`src/rtl/uart_pkg.sv`:
```
// Shared types and constants for the buffered UART receiver.
package uart_pkg;

  typedef enum logic [1:0] {IDLE, START, DATA, STOP} rx_state_t;

  localparam int DATA_BITS = 8;

endpackage

```
`src/rtl/rx_fifo.sv`:
```
// First-word-fall-through receive FIFO; the head is presented on dout, and dout is zero while empty.
module rx_fifo #(
  parameter int WIDTH = 8,
  parameter int DEPTH = 8
) (
  input  logic                     clk,
  input  logic                     rst,
  input  logic                     push,
  input  logic [WIDTH-1:0]         din,
  input  logic                     pop,
  output logic [WIDTH-1:0]         dout,
  output logic                     empty,
  output logic                     full,
  output logic [$clog2(DEPTH):0]   count
);

  localparam int PW = $clog2(DEPTH);
  localparam int CW = PW + 1;

  logic [WIDTH-1:0] mem_q [DEPTH];
  logic [PW-1:0]    wr_ptr_q, wr_ptr_d;
  logic [PW-1:0]    rd_ptr_q, rd_ptr_d;
  logic [CW-1:0]    count_q, count_d;
  logic             do_push, do_pop;

  assign empty = (count_q == '0);
  assign full  = (count_q == CW'(DEPTH));
  assign count = count_q;
  assign dout  = empty ? '0 : mem_q[rd_ptr_q];

  // A full FIFO still accepts a push when the head leaves in the same cycle.
  always_comb begin
    do_pop   = pop && !empty;
    do_push  = push && (!full || do_pop);
    wr_ptr_d = wr_ptr_q;
    rd_ptr_d = rd_ptr_q;
    count_d  = count_q;
    if (do_push) wr_ptr_d = wr_ptr_q + PW'(1);
    if (do_pop)  rd_ptr_d = rd_ptr_q + PW'(1);
    if (do_push && !do_pop)      count_d = count_q + CW'(1);
    else if (do_pop && !do_push) count_d = count_q - CW'(1);
  end

  always_ff @(posedge clk) begin
    if (rst) begin
      wr_ptr_q <= '0;
      rd_ptr_q <= '0;
      count_q  <= '0;
    end else begin
      wr_ptr_q <= wr_ptr_d;
      rd_ptr_q <= rd_ptr_d;
      count_q  <= count_d;
    end
  end

  always_ff @(posedge clk) begin
    if (do_push) mem_q[wr_ptr_q] <= din;
  end

endmodule

```
`src/rtl/uart_rx_buffered.sv`:
```
// UART 8N1 receiver: synchroniser, bit-timing FSM and sticky error flags in front of an rx_fifo.
module uart_rx_buffered
  import uart_pkg::*;
#(
  parameter int DIV_W      = 16,
  parameter int FIFO_DEPTH = 8
) (
  input  logic                          clk,
  input  logic                          rst,
  input  logic                          RX,
  input  logic [DIV_W-1:0]              baud_div,
  input  logic                          rd_en,
  output logic [7:0]                    rx_data,
  output logic                          rx_valid,
  output logic [$clog2(FIFO_DEPTH):0]   fifo_count,
  output logic                          overrun,
  output logic                          frame_err,
  input  logic                          clr_err
);

  localparam int BW = $clog2(DATA_BITS);

  rx_state_t            state_q, state_d;
  logic                 sync1_q, rx_s_q;
  logic [1:0]           fill_q, fill_d;
  logic                 armed_q, armed_d;
  logic [DIV_W-1:0]     timer_q, timer_d;
  logic [DIV_W-1:0]     div_q, div_d;
  logic [BW-1:0]        bit_cnt_q, bit_cnt_d;
  logic [DATA_BITS-1:0] shift_q, shift_d;
  logic                 overrun_q, overrun_d;
  logic                 frame_err_q, frame_err_d;
  logic                 push, frame_set, overrun_set, expired;
  logic                 fifo_empty, fifo_full;

  // fill_q marks when rx_s carries a real RX sample rather than the reset value,
  // so a line held low across reset can never arm the receiver.
  always_comb begin
    state_d     = state_q;
    fill_d      = {fill_q[0], 1'b1};
    armed_d     = armed_q;
    timer_d     = timer_q;
    div_d       = div_q;
    bit_cnt_d   = bit_cnt_q;
    shift_d     = shift_q;
    push        = 1'b0;
    frame_set   = 1'b0;
    expired     = (timer_q == '0);
    if (state_q != IDLE && !expired) timer_d = timer_q - DIV_W'(1);
    case (state_q)
      IDLE: begin
        if (rx_s_q && fill_q[1]) armed_d = 1'b1;
        if (armed_q && !rx_s_q) begin
          div_d   = baud_div;
          timer_d = (baud_div >> 1) - DIV_W'(1);
          state_d = START;
        end
      end
      START: begin
        if (expired) begin
          if (rx_s_q) begin
            armed_d = 1'b0;
            state_d = IDLE;
          end else begin
            timer_d   = div_q - DIV_W'(1);
            bit_cnt_d = '0;
            state_d   = DATA;
          end
        end
      end
      DATA: begin
        if (expired) begin
          shift_d   = {rx_s_q, shift_q[DATA_BITS-1:1]};
          timer_d   = div_q - DIV_W'(1);
          bit_cnt_d = bit_cnt_q + BW'(1);
          if (bit_cnt_q == BW'(DATA_BITS - 1)) state_d = STOP;
        end
      end
      STOP: begin
        if (expired) begin
          if (rx_s_q) push = 1'b1;
          else        frame_set = 1'b1;
          armed_d = 1'b0;
          state_d = IDLE;
        end
      end
      default: state_d = IDLE;
    endcase
  end

  // A new error event in the same cycle as clr_err leaves the flag set.
  always_comb begin
    overrun_set = push && fifo_full && !rd_en;
    overrun_d   = clr_err ? 1'b0 : overrun_q;
    frame_err_d = clr_err ? 1'b0 : frame_err_q;
    if (overrun_set) overrun_d = 1'b1;
    if (frame_set)   frame_err_d = 1'b1;
  end

  always_ff @(posedge clk) begin
    if (rst) begin
      state_q     <= IDLE;
      sync1_q     <= 1'b1;
      rx_s_q      <= 1'b1;
      fill_q      <= '0;
      armed_q     <= 1'b0;
      timer_q     <= '0;
      div_q       <= '0;
      bit_cnt_q   <= '0;
      shift_q     <= '0;
      overrun_q   <= 1'b0;
      frame_err_q <= 1'b0;
    end else begin
      state_q     <= state_d;
      sync1_q     <= RX;
      rx_s_q      <= sync1_q;
      fill_q      <= fill_d;
      armed_q     <= armed_d;
      timer_q     <= timer_d;
      div_q       <= div_d;
      bit_cnt_q   <= bit_cnt_d;
      shift_q     <= shift_d;
      overrun_q   <= overrun_d;
      frame_err_q <= frame_err_d;
    end
  end

  rx_fifo #(
    .WIDTH (DATA_BITS),
    .DEPTH (FIFO_DEPTH)
  ) u_fifo (
    .clk   (clk),
    .rst   (rst),
    .push  (push),
    .din   (shift_q),
    .pop   (rd_en),
    .dout  (rx_data),
    .empty (fifo_empty),
    .full  (fifo_full),
    .count (fifo_count)
  );

  assign rx_valid  = !fifo_empty;
  assign overrun   = overrun_q;
  assign frame_err = frame_err_q;

endmodule

```
`config.mk`:
```
export PLATFORM = sky130hd
export DESIGN_NAME = uart_rx_buffered
export DESIGN_NICKNAME = d
export VERILOG_FILES = /design/src/rtl/uart_pkg.sv /design/src/rtl/rx_fifo.sv /design/src/rtl/uart_rx_buffered.sv
export SDC_FILE = /design/constraint.sdc
export NUM_CORES = 1
export LEC_CHECK = 0
export ABC_CLOCK_PERIOD_IN_PS = 2940
export BUFFER_PORTS_ARGS = -buffer_cell sky130_fd_sc_hd__clkbuf_2
export CAP_MARGIN = 30
export CORE_AREA = 2 2 108 110
export CTS_CLUSTER_DIAMETER = 200
export CTS_CLUSTER_SIZE = 14
export DETAILED_ROUTE_END_ITERATION = 8
export DIE_AREA = 0 0 110 112
export PLACE_DENSITY_LB_ADDON = 0.15
export SKIP_CTS_REPAIR_TIMING = 1
export SLEW_MARGIN = 20
export SYNTH_ARGS = -nofsm -noshare
export SYNTH_HDL_FRONTEND = slang
export SYNTH_HIERARCHICAL = 1
export SYNTH_SLANG_ARGS = --single-unit
export TNS_END_PERCENT = 100
```
`constraint.sdc`:
```
create_clock -name clk -period 2.94 [get_ports clk]
set_clock_uncertainty 0.1 [all_clocks]
set_input_delay 0.588 -clock clk [delete_from_list [all_inputs] [get_ports clk]]
set_output_delay 0.588 -clock clk [all_outputs]
set_load 0.01 [all_outputs]
```
==> metrics.txt <==
Syn Nets 569; multiplexer share of the synthesized area under 10%; Final nets 635; Seq/Total Area, Yosys 53.83%; # fillers a little under 900; WL/cell 16.25 um; internal power about 0.0039 W; Max Cap Viol 0; outcome complete, no violations; Slew Limit Headroom 47.91%; Data required, critical path 3140 ps; Die Ht roughly 110 um; XOR/XNOR Fraction of Synth Area 6.270%; Psw between 0.001 and 0.0015 W; GRT Util Overall 21.73%; Most common cell on crit path ha_4; die area approximately 0.012 mm2; Final Cycle Share 98.13%; Pwr Density roughly 730 mW/mm2; first-pass GRT wire length approximately 20000 um; Synth Register Bits 129; Static Leak 2.635 nW; RSZ-0062 raised after global routing true; post-synthesis adder-cell area fraction 2.633%; Initial Util about 54%; share of cells above drive strength 1 25.41%; Avg Inst Size Synth 11.17 um2; Seq pwr share approximately 37%; part of the power in the clock network between 40% and 50%; Clock Path Buffers 2; Slew @ Worst Pin a little under 800 ps; FP Rows 39; clk root buf clkbuf_16; Main synth FF type dfxtp_1; final WL between 10000 and 15000 um; Via density about 5.6; Setup TNS 0 ps; GR Overflow Total 0; largest family of logic cells by synthesized area simple AND/OR/NAND/NOR gates; Yosys warnings 6; combinational share of power 22.0%; kind of critical path reg2reg; Final ANT Viol Nets 0; Async S/R FF share, synth 0%; DP Wirelength 8591 um; Critical Path End Type flip-flop; crit path max fanout 4; Peak Freq 346.6 MHz; endpoints failing hold 0; Final Setup Violations 0; EDFF count, synth 64; CTS tree built; core box area ~0.011 mm2; critical path data arrival time approximately 3100 ps; Max VDD drop between 0.0006 and 0.0007 V; Sw Ratio 26.33%; placer congestion estimate 0.8418; H-Tree Depth 4; Final Max Tran Viols 0; vias 4245; largest net degree at the start of global routing 41; initial antenna violation count 0; post-synthesis compound-gate area fraction 8.924%; DIE WIDTH 110 um; clock slew at reported path FFs around 60 ps; clock latency on the worst-skew pair between 400 and 500 ps; number of port buffers 35; ANT cells 0; Sink Count 129; simple logic cell fraction of the synthesized area 17.74%; slowest library cell on the worst path mux2_2; CTS Buf Count 17; DRT iter0 DRCs 203; Post-Synthesis Cells 536; cells along the critical path inv_2 > ha_4 > nor4b_4 > and4b_1 > nand3_2 > nor2_4 > o21ai_4 > inv_4 > ha_4 > inv_6 > ha_4 > a21oi_4 > a211oi_2 > a31oi_1 > mux2_2; slowest stage delay, CP 350 ps; post-layout util approximately 65%; Synth cell types 63; number of top-level pins 36; synthesized cell area around 0.0060 mm2; residual DRC count 0; drt pass-1 iters 5; vias in the first global route ~4.2k; Hold Crit Class in2reg; CP Launch Type flip-flop; post-layout minimum cycle time 2885 ps; Area Growth Syn to Fin 20.59%
-- flip-flops by register name, indices dropped and copies added (netlist names), named ones only --
signal,flops
shift_q,8
u_fifo/mem_q,64
u_fifo/wr_ptr_q,3
div_q,16
timer_q,16
overrun,1
sync1_q,1
u_fifo/count,4
armed_q,1
u_fifo/rd_ptr_q,3
bit_cnt_q,3
fill_q,2
frame_err,1
state_q,1
rx_s_q,1
-- kinds of logic after synthesis --
family          count (synthesis)
fa+ha+maj                      12
flops                         129
xor+xnor                       42
buf+inv                        37
compound gates                 79
simple gates                  210
mux                            27
-- layout by cell type (no fill, tap or decap), drive strengths merged, types with 8 or more instances in the layout --
master  synthesis  final
a21oi          42     42
a222oi          9      9
buf            10     38
clkbuf         16     53
dfxtp          65     65
edfxtp         64     64
ha             11     11
inv            11     12
mux2i          10     10
mux4           16     16
nand2          73     73
nand3b          8      8
nor2           64     64
nor3           12     12
nor4           13     13
xnor2          21     21
xor2           21     21
-- stage by stage --
step | std cells | setup slack (ps) | power, W | instance area [um2] | hold slack [ps]
after floorplan | 536 | 9.299 | 0.002773 | 6016 | 289.5
after global placement | 718 | 46.52 | 0.003090 | 6489 | 292.5
after detailed placement | 718 | -73.62 | 0.003117 | 6489 | 304.8
after CTS | 749 | -122.1 | 0.005297 | 7104 | 240.6
after global routing | 757 | -91.81 | 0.005568 | 7219 | 246.0
final | 757 | 54.91 | 0.005303 | 7219 | 259.6
-- worst paths after layout --
path                            startpoint               to  slack [ps]  depth (start not counted)
worst max-delay path            timer_q[1]  u_fifo/count[3]          50                         15
worst min-delay path                    RX          sync1_q         260                          2
worst max register to register  timer_q[1]  u_fifo/count[3]          50                         15
worst min register to register     sync1_q           rx_s_q         320                          1
-- routing by layer --
metal / vias to the layer above / track usage [%] / wire [um]
li1: 2099 / - / -
met1: 2011 / 25.19 / 4994
met2: 110 / 37.51 / 6538
met3: 25 / 6.265 / 479
met4: 0 / 8.270 / 287
met5: - / 0 / 0
-- synth_stat cells, drive strengths merged (4+ instances only) --
cell	n	share of area (%)
a21oi	42	3.5
a221oi	4	0.69
a222oi	9	1.5
buf	10	0.98
clkbuf	16	1.0
dfxtp	65	22
edfxtp	64	32
ha	11	2.3
inv	11	0.73
mux2i	10	1.7
mux4	16	6.0
nand2	73	4.6
nand2b	7	0.73
nand3	5	0.42
nand3b	8	1.0
nand4	4	0.52
nor2	64	4.0
nor3	12	1.2
nor4	13	1.8
o21ai	4	0.52
o31ai	4	0.50
or4	4	0.50
xnor2	21	3.2
xor2	21	3.1
-- critical path: cells and delay by family (launching register included) --
kind / cells / cell delay (ps)
AND/OR/NAND/NOR: 4 / 770
adder cells (fa/ha/maj): 3 / 540
buffers and inverters: 3 / 190
flip-flops: 1 / 320
AO/OA/AOI/OAI: 4 / 500
multiplexers: 1 / 350
-- power by group through the flow --
| stage | sequential [W] | combinational (W) | clock, W |
|---|---|---|---|
| after global placement | 0.00201 | 0.00108 | 0 |
| final | 0.00197 | 0.00116 | 0.00217 |
| after floorplan | 0.00203 | 0.000742 | 0 |
| after detailed placement | 0.00201 | 0.00111 | 0 |
| after CTS | 0.00197 | 0.00111 | 0.00221 |
| after global routing | 0.00198 | 0.00129 | 0.00230 |
-- final cells by class --
type	count	area, um2	share of cell area (%)
flip-flops and latches	129	3226	44.68
multi-input cells	370	2690	37.26
repair buffers	73	460.4	6.378
clock buffers	18	429.2	5.945
clock inverters	13	186.4	2.582
well taps	143	178.9	2.478
inverters	11	48.80	0.6759
(Power assumes the default switching activity.)
